File: src/rtl/reg_bank_pkg.sv
// rtl/reg_bank_pkg.sv - shared op codes and FSM encoding for the register bank
package reg_bank_pkg;

    typedef enum logic [2:0] {
        OP_NOP = 3'd0,
        OP_LD  = 3'd1,
        OP_SET = 3'd2,
        OP_CLR = 3'd3,
        OP_SHL = 3'd4,
        OP_SHR = 3'd5,
        OP_INC = 3'd6,
        OP_DEC = 3'd7
    } op_t;

    typedef enum logic {
        IDLE  = 1'b0,
        SWEEP = 1'b1
    } state_t;

endpackage

File: src/rtl/reg_bank_alu.sv
// rtl/reg_bank_alu.sv - combinational next-value function for one shadow register
module reg_bank_alu
    import reg_bank_pkg::*;
#(
    parameter int WIDTH = 8
) (
    input  op_t              op,
    input  logic [WIDTH-1:0] cur,
    input  logic [WIDTH-1:0] wr_data,
    output logic [WIDTH-1:0] next
);

    always_comb begin
        next = cur;
        unique case (op)
            OP_NOP: next = cur;
            OP_LD:  next = wr_data;
            OP_SET: next = '1;
            OP_CLR: next = '0;
            OP_SHL: next = {cur[WIDTH-2:0], wr_data[0]};
            OP_SHR: next = {wr_data[0], cur[WIDTH-1:1]};
            OP_INC: next = cur + WIDTH'(1);
            OP_DEC: next = cur - WIDTH'(1);
            default: next = cur;
        endcase
    end

endmodule

File: src/rtl/reg_bank_ctl.sv
// rtl/reg_bank_ctl.sv - shadow/live register bank with atomic commit and init sweep
module reg_bank_ctl
    import reg_bank_pkg::*;
#(
    parameter int               WIDTH    = 8,
    parameter int               CHANNELS = 4,
    parameter logic [WIDTH-1:0] INIT_VAL = '0,
    localparam int              CH_W     = $clog2(CHANNELS)
) (
    input  logic                clk,
    input  logic                reset,
    input  logic                wr_valid,
    output logic                wr_ready,
    input  logic [CH_W-1:0]     wr_chan,
    input  logic [2:0]          wr_op,
    input  logic [WIDTH-1:0]    wr_data,
    input  logic                commit,
    input  logic                sweep_req,
    output logic                busy,
    output logic [CHANNELS-1:0] dirty,
    input  logic [CH_W-1:0]     rd_chan,
    input  logic                out_en,
    output logic [WIDTH-1:0]    rd_data,
    output logic [WIDTH-1:0]    rd_data_n
);

    localparam logic [CH_W:0] NCH = CHANNELS[CH_W:0];

    logic [WIDTH-1:0]    shadow [CHANNELS];
    logic [WIDTH-1:0]    live   [CHANNELS];
    logic [CH_W-1:0]     idx;
    state_t              state;
    logic [WIDTH-1:0]    alu_cur;
    logic [WIDTH-1:0]    alu_next;
    logic                wr_fire;
    logic [CHANNELS-1:0] dirty_next;
    logic [WIDTH-1:0]    rd_sel;

    // Out-of-range channels still handshake but must never touch state.
    assign wr_fire = wr_valid && wr_ready && ({1'b0, wr_chan} < NCH);
    assign alu_cur = ({1'b0, wr_chan} < NCH) ? shadow[wr_chan] : INIT_VAL;

    reg_bank_alu #(.WIDTH(WIDTH)) u_alu (
        .op      (op_t'(wr_op)),
        .cur     (alu_cur),
        .wr_data (wr_data),
        .next    (alu_next)
    );

    // Commit clears first so a same-cycle write leaves its channel dirty.
    always_comb begin
        dirty_next = commit ? '0 : dirty;
        if (wr_fire && op_t'(wr_op) != OP_NOP)
            dirty_next[wr_chan] = 1'b1;
    end

    always_ff @(posedge clk) begin
        if (reset) begin
            for (int i = 0; i < CHANNELS; i++) begin
                shadow[i] <= INIT_VAL;
                live[i]   <= INIT_VAL;
            end
            dirty    <= '0;
            busy     <= 1'b0;
            wr_ready <= 1'b1;
            idx      <= '0;
            state    <= IDLE;
        end else begin
            case (state)
                IDLE: begin
                    if (sweep_req) begin
                        state    <= SWEEP;
                        busy     <= 1'b1;
                        wr_ready <= 1'b0;
                        idx      <= '0;
                    end else begin
                        if (commit) begin
                            for (int i = 0; i < CHANNELS; i++)
                                if (dirty[i]) live[i] <= shadow[i];
                        end
                        if (wr_fire)
                            shadow[wr_chan] <= alu_next;
                        dirty <= dirty_next;
                    end
                end
                SWEEP: begin
                    shadow[idx] <= INIT_VAL;
                    if ({1'b0, idx} == NCH - 1'b1) begin
                        for (int i = 0; i < CHANNELS; i++)
                            live[i] <= INIT_VAL;
                        dirty    <= '0;
                        busy     <= 1'b0;
                        wr_ready <= 1'b1;
                        state    <= IDLE;
                    end else begin
                        idx <= idx + 1'b1;
                    end
                end
                default: state <= IDLE;
            endcase
        end
    end

    assign rd_sel    = ({1'b0, rd_chan} < NCH) ? live[rd_chan] : INIT_VAL;
    assign rd_data   = out_en ? rd_sel  : '0;
    assign rd_data_n = out_en ? ~rd_sel : '0;

endmodule
File: config.mk
export PLATFORM = sky130hd
export DESIGN_NAME = reg_bank_ctl
export DESIGN_NICKNAME = d
export VERILOG_FILES = /design/src/rtl/reg_bank_pkg.sv /design/src/rtl/reg_bank_alu.sv /design/src/rtl/reg_bank_ctl.sv
export SDC_FILE = /design/constraint.sdc
export NUM_CORES = 1
export LEC_CHECK = 0
export CORE_MARGIN = 3
export CORE_UTILIZATION = 57
export CTS_CLUSTER_DIAMETER = 120
export DETAILED_ROUTE_END_ITERATION = 16
export GPL_ROUTABILITY_DRIVEN = 1
export PLACE_DENSITY_LB_ADDON = 0.3
export SKIP_LAST_GASP = 1
export SLEW_MARGIN = 20
export SYNTH_ARGS = -nofsm -noshare
export SYNTH_HDL_FRONTEND = slang
export SYNTH_HIERARCHICAL = 1
export SYNTH_SLANG_ARGS = --single-unit
File: constraint.sdc
create_clock -name clk -period 3.9 [get_ports clk]
set_clock_uncertainty 0.15 [all_clocks]
set_input_delay 0.39 -clock clk [delete_from_list [all_inputs] [get_ports clk]]
set_output_delay 0.39 -clock clk [all_outputs]
set_load 0.005 [all_outputs]
==> reports/metrics.csv <==
stage,metric,value,unit
clock_network,CTS H-tree lvls,3,
timing,setup TNS,0,ps
timing,Slew headroom,0.570,
timing,crit path time final,3430,ps
job,max cap viols,0,
cells_and_area,area grow syn2layout,15.3,%
yosys,cells after synthesis,394,
yosys,Syn. warnings,6,
yosys,Post-Synthesis Cell Area,4190,µm²
floorplan,die area,8410,µm²
min_path,Hold Crit Class,flip-flop to flip-flop,
clock_network,"Setup Fix Bufs, Post-CTS",0,
timing,"Slew Viols, Final",0,
yosys,Post-synth EDFFs,48,
yosys,Syn Nets,417,
power,Leak,0.00177,µW
clock_network,post-CTS sizing,0,
worst_setup_path,crit start category,primary input,
power,overall power,1650,µW
place,post-detail-place hpwl,6940,µm
clock_network,Clock Latency Late Sink,340,ps
worst_setup_path,Crit Path Class,primary input to flip-flop,
cells_and_area,share of cells above drive strength 1,0.122,
timing,fin crit share,0.880,
global_routing,gr ovfl total,0,
place,RePlAce Congestion,0.881,
cells_and_area,Layout Nets,452,
floorplan,chip height,91.7,µm
cells_and_area,antenna cells,0,
timing,Final Hold Fails,0,
yosys,Yosys reg bits,73,
yosys,"Seq/Total Area, Yosys",0.464,
drt,post-route ant nets,0,
worst_setup_path,"Data arrival, critical path",3490,ps
power,P per Cell Area,341,nW/µm²
clock_network,CTS buffer count,9,
floorplan,IO Pins,43,
cells_and_area,final core utilization,0.695,
drt,DRT Pass-1 Iters,5,
worst_setup_path,worst path required time,3960,ps
place,I/O Buffers,42,
yosys,Post-synth top flop,edfxtp_1,
global_routing,global-route wire length before repair,15500,µm
drt,DRT iter0 DRCs,202,
worst_setup_path,crit-path max FO,7,
place,"Cell Area, Placed",4670,µm²
power,maximum vdd drop,0.165,mV
drt,DRC Markers,0,
clock_network,CTS tree,done,
floorplan,Initial Util,0.603,
yosys,Synth cell types,66,
yosys,"Avg Cell Area, Syn",10.6,µm²
timing,f_max,292,MHz
timing,Final setup viols,0,
floorplan,Die Span X,91.7,µm
global_routing,largest net degree at the start of global routing,34,
global_routing,GRT Overall Usage,0.233,
global_routing,initial antenna violation count,0,
timing,worst slew pin tran,644,ps
clock_network,number of hold buffers added after CTS,0,
timing,unrepaired setup endpoints after global routing,no,
drt,drt wl/cell,17.8,µm
clock_network,"CTS clk-pin slew, worst paths",70,ps
cells_and_area,fill count,516,
cells_and_area,fin area,4830,µm²
clock_network,Sink Count,73,
yosys,ys async rst share,0,
drt,total routed wirelength,9420,µm
worst_setup_path,critical path capture point type,flip-flop,
clock_network,CTS max path bufs,2,
drt,via count,3251,
floorplan,Placeable Area,6940,µm²
drt,via/cell ratio,6.13,
clock_network,root buf cell,clkbuf_8,
outcome,run status,"finished, final reports clean",
floorplan,Std-Cell Rows,30,
global_routing,number of global-route vias before repair,3132,
timing,Hold WS,331,ps
-- path summary, 6_finish.rpt --
| path | start | to | slack (ps) | depth (start not counted) |
|---|---|---|---|---|
| setup / recovery | wr_chan[0] | shadow[0][4] | 470 | 12 |
| hold / removal | live[3][7] | live[3][7] | 330 | 1 |
| setup reg to reg | shadow[0][1] | shadow[0][4] | 740 | 11 |
| hold reg to reg | live[3][7] | live[3][7] | 330 | 1 |
-- cells in the final DEF, fill, tap and decap left out, drive strengths merged, types with 4 or more instances in the layout --
| master | count |
|---|---|
| nor2 | 19 |
| a22o | 11 |
| o21ai | 12 |
| clkbuf | 12 |
| nand2 | 11 |
| mux4 | 16 |
| a31oi | 4 |
| and2 | 36 |
| nand3 | 15 |
| xor2 | 4 |
| buf | 12 |
| nor3 | 23 |
| nor2b | 14 |
| edfxtp | 48 |
| and3 | 9 |
| a21oi | 27 |
| nand2b | 6 |
| inv | 21 |
| clkdlybuf4s50 | 42 |
| dfxtp | 25 |
| a211o | 10 |
-- registers in the layout, summed over array words and instances (netlist names) --
register	flops
live	32
shadow	32
dirty	4
idx	2
busy	1
state	1
wr_ready	1
-- power breakdown --
| part | switching, µW | leakage (µW) | total [µW] | internal (µW) |
|---|---|---|---|---|
| registers | 23.6 | 0.000701 | 879 | 855 |
| logic | 152 | 0.000989 | 282 | 130 |
| clock network | 259 | 0.0000778 | 486 | 227 |
| total | 434 | 0.00177 | 1650 | 1210 |
-- cell usage after synthesis (all sizes together) (9+ instances only) --
cell type | n | area [µm²]
o21ai | 12 | 63.8
nor3 | 23 | 115
a211o | 10 | 87.6
buf | 18 | 101
a22o | 11 | 96.3
a21oi | 27 | 150
nor2 | 19 | 71.3
mux4 | 16 | 360
nor2b | 14 | 87.6
nand2 | 11 | 41.3
and2 | 36 | 225
dfxtp | 25 | 500
and3 | 9 | 56.3
inv | 21 | 78.8
clkbuf | 12 | 46.3
edfxtp | 48 | 1440
nand3 | 15 | 80.1
-- stage by stage --
| step | setup WS (ps) | cells |
|---|---|---|
| finish | 470 | 530 |
| global route | 250 | 530 |
| CTS | 482 | 530 |
| detailed placement | 168 | 514 |
| global placement | 270 | 514 |
| floorplan | 575 | 394 |
-- layer usage --
layer	up-vias	track usage	share of wire
met4	0	0.100	0.026
met3	22	0.0418	0.066
met5	-	0	0
met1	1557	0.304	0.43
met2	138	0.383	0.48
li1	1534	-	-
-- worst max-delay path, cell delays in order --
cell and delay (ps):
clkdlybuf4s50_1 550, buf_4 210, mux4_2 610, ha_1 250
or4_1 460, mux2i_1 170, xnor2_1 80, o21ai_1 120
o2bb2ai_1 120, inv_1 60, nor3_1 260, and2_1 180
-- logic make-up after synthesis --
| logic type | after synthesis | synth area share |
|---|---|---|
| AND/OR/NAND/NOR | 150 | 0.210 |
| AO/OA/AOI/OAI | 91 | 0.156 |
| flip-flops | 73 | 0.464 |
| buffers and inverters | 51 | 0.0541 |
| multiplexers | 20 | 0.0962 |
| XOR/XNOR | 7 | 0.0146 |
| adder cells (fa/ha/maj) | 2 | 0.00598 |
-- final cells by class --
type	count	area (µm²)	share of cell area
well taps	96	120	0.0249
multi-input cells	270	2020	0.418
flip-flops and latches	73	1940	0.402
clock inverters	4	21.3	0.00441
inverters	21	78.8	0.0163
clock buffers	12	135	0.0280
repair buffers	54	510	0.106
No activity file was read; power rests on OpenSTA's default activity.
==> edit 1: new RTL, same flow settings <==
Set the parameter `CHANNELS` to 8 (it was 4).
--- a/src/rtl/reg_bank_ctl.sv
+++ b/src/rtl/reg_bank_ctl.sv
@@ -3,7 +3,7 @@
     import reg_bank_pkg::*;
 #(
     parameter int               WIDTH    = 8,
-    parameter int               CHANNELS = 4,
+    parameter int               CHANNELS = 8,
     parameter logic [WIDTH-1:0] INIT_VAL = '0,
     localparam int              CH_W     = $clog2(CHANNELS)
 ) (
Interface: changed (resized dirty, rd_chan and wr_chan); port bits go from 43 to 49. The function was not compared with the original's and may differ.
==> edit 1 against the original RTL <==
- sequential share of layout area grew 3.1 points
- count of clock-buffer cells in the layout rose by 5
- setup slack worse by 0.17 ns
- final area increased by 82%
- sequential cell count grew 69
- via count rose by 90%
- maximum frequency down 4.8%
- die area is 74% higher
- combinational power is 71% higher
- non-clock buffer count rose by 28
- wire length grew 130%
- global-route usage grew 6.5 points
- synthesized area up 80%
- total power grew 130%
- critical path type unchanged
- largest cell class is now sequential cells
==> edit 1: results (changes against the original RTL) <==
INFO  status         outcome=complete, no violations
INFO  synth          yosysSeqAreaShare=0.506 [+0.0422]
INFO  final_layout   layout.nets=770 [+70%]
INFO  critical_path  cp_max_fo=32 [+25]
INFO  global_route   vias_in_the_first_global_route=5,654 [+81%]
INFO  clock_tree     clkSlewWorstSetupHoldPaths=0.06ns
INFO  routing        vias=6,180 [+90%]
INFO  clock_tree     clk_latency=0.42ns [+0.08 ns]
INFO  critical_path  worst_setup_path_startpoint=wr_chan[2]
INFO  critical_path  worst_setup_path_endpoint=shadow[3][5]
INFO  clock_tree     cts-htree-levels=4 [+1]
INFO  critical_path  timing.rr.start=shadow[0][0]
INFO  synth          synth-edff-count=96 [+100%]
INFO  global_route   met3_global_route_usage=0.0622 [+0.0204]
INFO  placement      io_buffers=48 [+14%]
INFO  final_layout   largest_registers=live x64, shadow x64, dirty x8
INFO  timing         timing.final.crit_share=0.924 [+0.0445]
INFO  pwr            worst_case_vdd_ir_drop=0.307mV [+86%]
INFO  critical_path  worstRegToRegCells=11 [unchanged]
INFO  placement      place_worst_setup_slack=-0.0229ns [-0.191 ns]
INFO  pwr            internal_power=2.80mW [+130%]
INFO  critical_path  critical_path_arrival=3.71ns [+0.22 ns]
INFO  global_route   globalRouteMet2Util=0.462 [+0.0785]
INFO  synth          synth_nets=731 [+75%]
INFO  global_route   first_pass_grt_wire_length=32,600um [+110%]
INFO  pwr            power.static_leakage=3.18nW [+80%]
INFO  global_route   grt_usage=0.299 [+0.0653]
INFO  clock_tree     root_buffer=sky130_fd_sc_hd__clkbuf_16
INFO  clock_tree     cts_buffers=17 [+8]
INFO  global_route   global_route_met1_utilization=0.399 [+0.0944]
INFO  routing        mean_routed_wirelength_per_cell=22.9um [+29%]
INFO  final_layout   num-fill-cells=916 [+78%]
INFO  final_layout   post_route_cells_drive_above_1_share=0.147 [+0.0245]
INFO  global_route   pin_count_of_the_biggest_net_entering_global_routing=62 [+82%]
INFO  synth          number_of_distinct_library_cells_after_synthesis=72 [+9.1%]
INFO  routing        drt_iter0_drc=750 [+270%]
INFO  critical_path  setup_slack_of_the_most_critical_reg_to_reg_path=0.60ns [-0.14 ns]
INFO  placement      dp_hpwl=15,600um [+130%]
INFO  synth          yosys-top-cells-count=sky130_fd_sc_hd__edfxtp_1 (96), sky130_fd_sc_hd__nor3_1 (71), sky130_fd_sc_hd__dfxtp_1 (46)
INFO  synth          ys_top_cells_by_area=sky130_fd_sc_hd__edfxtp_1 (38%), sky130_fd_sc_hd__dfxtp_1 (12%), sky130_fd_sc_hd__nor3_1 (4.7%)
INFO  placement      gp_routability_congestion=1.02 [+15%]
-- edit 1: kinds of logic after synthesis --
family | share of synthesized area
simple gates | 0.203
compound gates | 0.168
flops | 0.506
buf+inv | 0.0499
mux | 0.0599
xor+xnor | 0.00816
fa+ha+maj | 0.00499
-- edit 1: how the worst min path moves through the flow --
stage | from | to | slack (ns) | cells after the start
floorplan | live[4][0] | live[4][0] | 0.28 | 1
global placement | live[4][6] | live[4][6] | 0.30 | 1
detailed placement | live[4][1] | live[4][1] | 0.30 | 1
CTS | live[4][7] | live[4][7] | 0.32 | 1
global route | live[4][7] | live[4][7] | 0.33 | 1
finish | live[6][0] | live[6][0] | 0.31 | 2
-- edit 1: area by class of cell --
cell class / instances / area [um^2] / share of cell area
tap: 172 / 215 / 0.0245
timing repair buffer: 82 / 773 / 0.0882
multi-input combinational: 490 / 3350 / 0.382
sequential: 142 / 3800 / 0.434
clock buffer: 17 / 425 / 0.0485
clock inverter: 15 / 160 / 0.0183
inverter: 11 / 41.3 / 0.00471
-- edit 1: routing by layer --
layer	vias up	wire [um]
li1	2799	-
met2	382	9860
met3	67	1890
met4	0	1070
met1	2932	8460
met5	-	0
-- edit 1: critical path: stages --
cell,delay (ns)
sky130_fd_sc_hd__clkdlybuf4s50_1,0.50
sky130_fd_sc_hd__buf_12,0.19
sky130_fd_sc_hd__mux2_2,0.38
sky130_fd_sc_hd__a32oi_1,0.23
sky130_fd_sc_hd__o211ai_1,0.24
sky130_fd_sc_hd__buf_4,0.22
sky130_fd_sc_hd__or3_1,0.36
sky130_fd_sc_hd__nor4_1,0.28
sky130_fd_sc_hd__o31a_1,0.17
sky130_fd_sc_hd__nand2_1,0.06
sky130_fd_sc_hd__a2bb2oi_1,0.26
sky130_fd_sc_hd__nand3_1,0.24
sky130_fd_sc_hd__nor3_1,0.19
-- edit 1: power groups by stage --
stage | clock network [mW] | logic, mW | registers, mW
2_1_floorplan | 0 | 0.313 | 1.70
3_3_place_gp | 0 | 0.460 | 1.73
3_5_place_dp | 0 | 0.471 | 1.73
4_1_cts | 1.61 | 0.474 | 1.70
5_1_grt | 1.68 | 0.519 | 1.71
6_report | 1.61 | 0.482 | 1.70
-- edit 1: per-stage QoR --
| stage | area, um^2 | std cells |
|---|---|---|
| 2_1_floorplan | 7520 | 705 |
| 3_3_place_gp | 8170 | 897 |
| 3_5_place_dp | 8180 | 897 |
| 4_1_cts | 8770 | 929 |
| 5_1_grt | 8770 | 929 |
| 6_report | 8770 | 929 |
==> edit 2: new RTL, config.mk and constraints unchanged <==
Made on the original files. Register the input `sweep_req` before use, without a reset. The logic sees it one clock later. The other inputs are not delayed to match.
--- a/src/rtl/reg_bank_ctl.sv
+++ b/src/rtl/reg_bank_ctl.sv
@@ -25,6 +25,12 @@
 );
 
     localparam logic [CH_W:0] NCH = CHANNELS[CH_W:0];
+
+    logic sweep_req_q;
+
+    always_ff @(posedge clk) begin
+        sweep_req_q <= sweep_req;
+    end
 
     logic [WIDTH-1:0]    shadow [CHANNELS];
     logic [WIDTH-1:0]    live   [CHANNELS];
@@ -68,7 +74,7 @@
         end else begin
             case (state)
                 IDLE: begin
-                    if (sweep_req) begin
+                    if (sweep_req_q) begin
                         state    <= SWEEP;
                         busy     <= 1'b1;
                         wr_ready <= 1'b0;
Function: changed (a bounded check fails within 4 cycles, from zero or initial values and one cycle with reset high).
==> edit 2 against the original RTL <==
- wire length decreased by 0.53%
- total power is 11% higher
- core utilization rose by 0.90 points
- final area is 1.8% higher
- cell count up 0.19%
- largest cell class unchanged
- setup slack got worse by 0.068 ns
- sequential cell count is 1 higher
- sequential share of layout area decreased by 0.32 points
- synthesized area is 0.33% higher
- sequential power increased by 1%
- critical path depth unchanged
- register-to-register slack lost 0.02 ns
==> edit 2: results (changes against the original RTL) <==
INFO  global_route   vias_in_the_first_global_route=3,143 [+0.35%]
INFO  worst_hold_path worst_hold_startpoint=live[3][2]
INFO  global_route   first_pass_grt_wire_length=15,600um [+0.57%]
INFO  routing        drt_iter0_drc=219 [+8.4%]
INFO  synth          ys_top_cells_by_area=sky130_fd_sc_hd__edfxtp_1 (34%), sky130_fd_sc_hd__dfxtp_1 (12%), sky130_fd_sc_hd__mux4_2 (8.6%)
INFO  synth          number_of_distinct_library_cells_after_synthesis=65 [-1.5%]
INFO  pwr            internal_power=1.38mW [+13%]
INFO  synth          yosysSeqAreaShare=0.467 [+0.00325]
INFO  critical_path  cpPeakStageDelay=0.59ns [-0.02 ns]
INFO  critical_path  setup_slack_of_the_most_critical_reg_to_reg_path=0.72ns [-0.02 ns]
INFO  final_layout   area_share_clock_buf_inv=0.0448 [+0.0124]
INFO  placement      gp_routability_congestion=0.859 [-2.4%]
INFO  pwr            worst_case_vdd_ir_drop=0.171mV [+3.4%]
INFO  final_layout   bufAreaShareNonClock=0.106 [+0.000634]
INFO  status         outcome=complete, no violations
INFO  pwr            combinational_group_share_of_total_power=0.153 [-0.018]
INFO  placement      place_worst_setup_slack=0.0963ns [-0.0715 ns]
INFO  synth          summed_instance_area_of_the_synthesized_netlist=4200um^2 [+0.33%]
INFO  synth          synth_compound_gate_area_share=0.153 [-0.00230]
INFO  synth          postSynthRegisterBits=74 [+1.4%]
INFO  final_layout   sequential_cell_area=1960um^2 [+1.0%]
INFO  routing        wl_met3=660um [+6.6%]
INFO  synth          synthXorXnorAreaFrac=0.0146 [-0.0000480]
INFO  pwr            power-per-cell-area=373nW/um^2 [+9.3%]
INFO  synth          synth_adder_area_share=0.00596 [-0.0000196]
INFO  global_route   grt_usage=0.234 [+0.00106]
INFO  timing         timing.max_slew.rel_slack=0.418 [-0.153]
INFO  routing        met2_length=4700um [+4.6%]
==> edit 2: cell types whose count changed in the layout (fill, tap and decap cells not counted) <==
| cell | unedited run | this run |
|---|---|---|
| sky130_fd_sc_hd__bufinv_16 | 0 | 2 |
| sky130_fd_sc_hd__clkinv_2 | 2 | 0 |
| sky130_fd_sc_hd__a21oi_2 | 1 | 2 |
| sky130_fd_sc_hd__a21oi_4 | 1 | 0 |
| sky130_fd_sc_hd__buf_12 | 0 | 1 |
| sky130_fd_sc_hd__buf_4 | 12 | 11 |
| sky130_fd_sc_hd__clkbuf_1 | 3 | 2 |
| sky130_fd_sc_hd__clkbuf_8 | 9 | 10 |
| sky130_fd_sc_hd__clkinv_1 | 1 | 0 |
| sky130_fd_sc_hd__clkinvlp_4 | 1 | 2 |
| sky130_fd_sc_hd__dfxtp_1 | 25 | 26 |
==> edit 2: metal layers <==
metal  GRT usage  up-vias
li1            -     1535
met1       0.300     1509
met2       0.391      136
met3      0.0468       16
met4      0.0941        0
met5           0        -
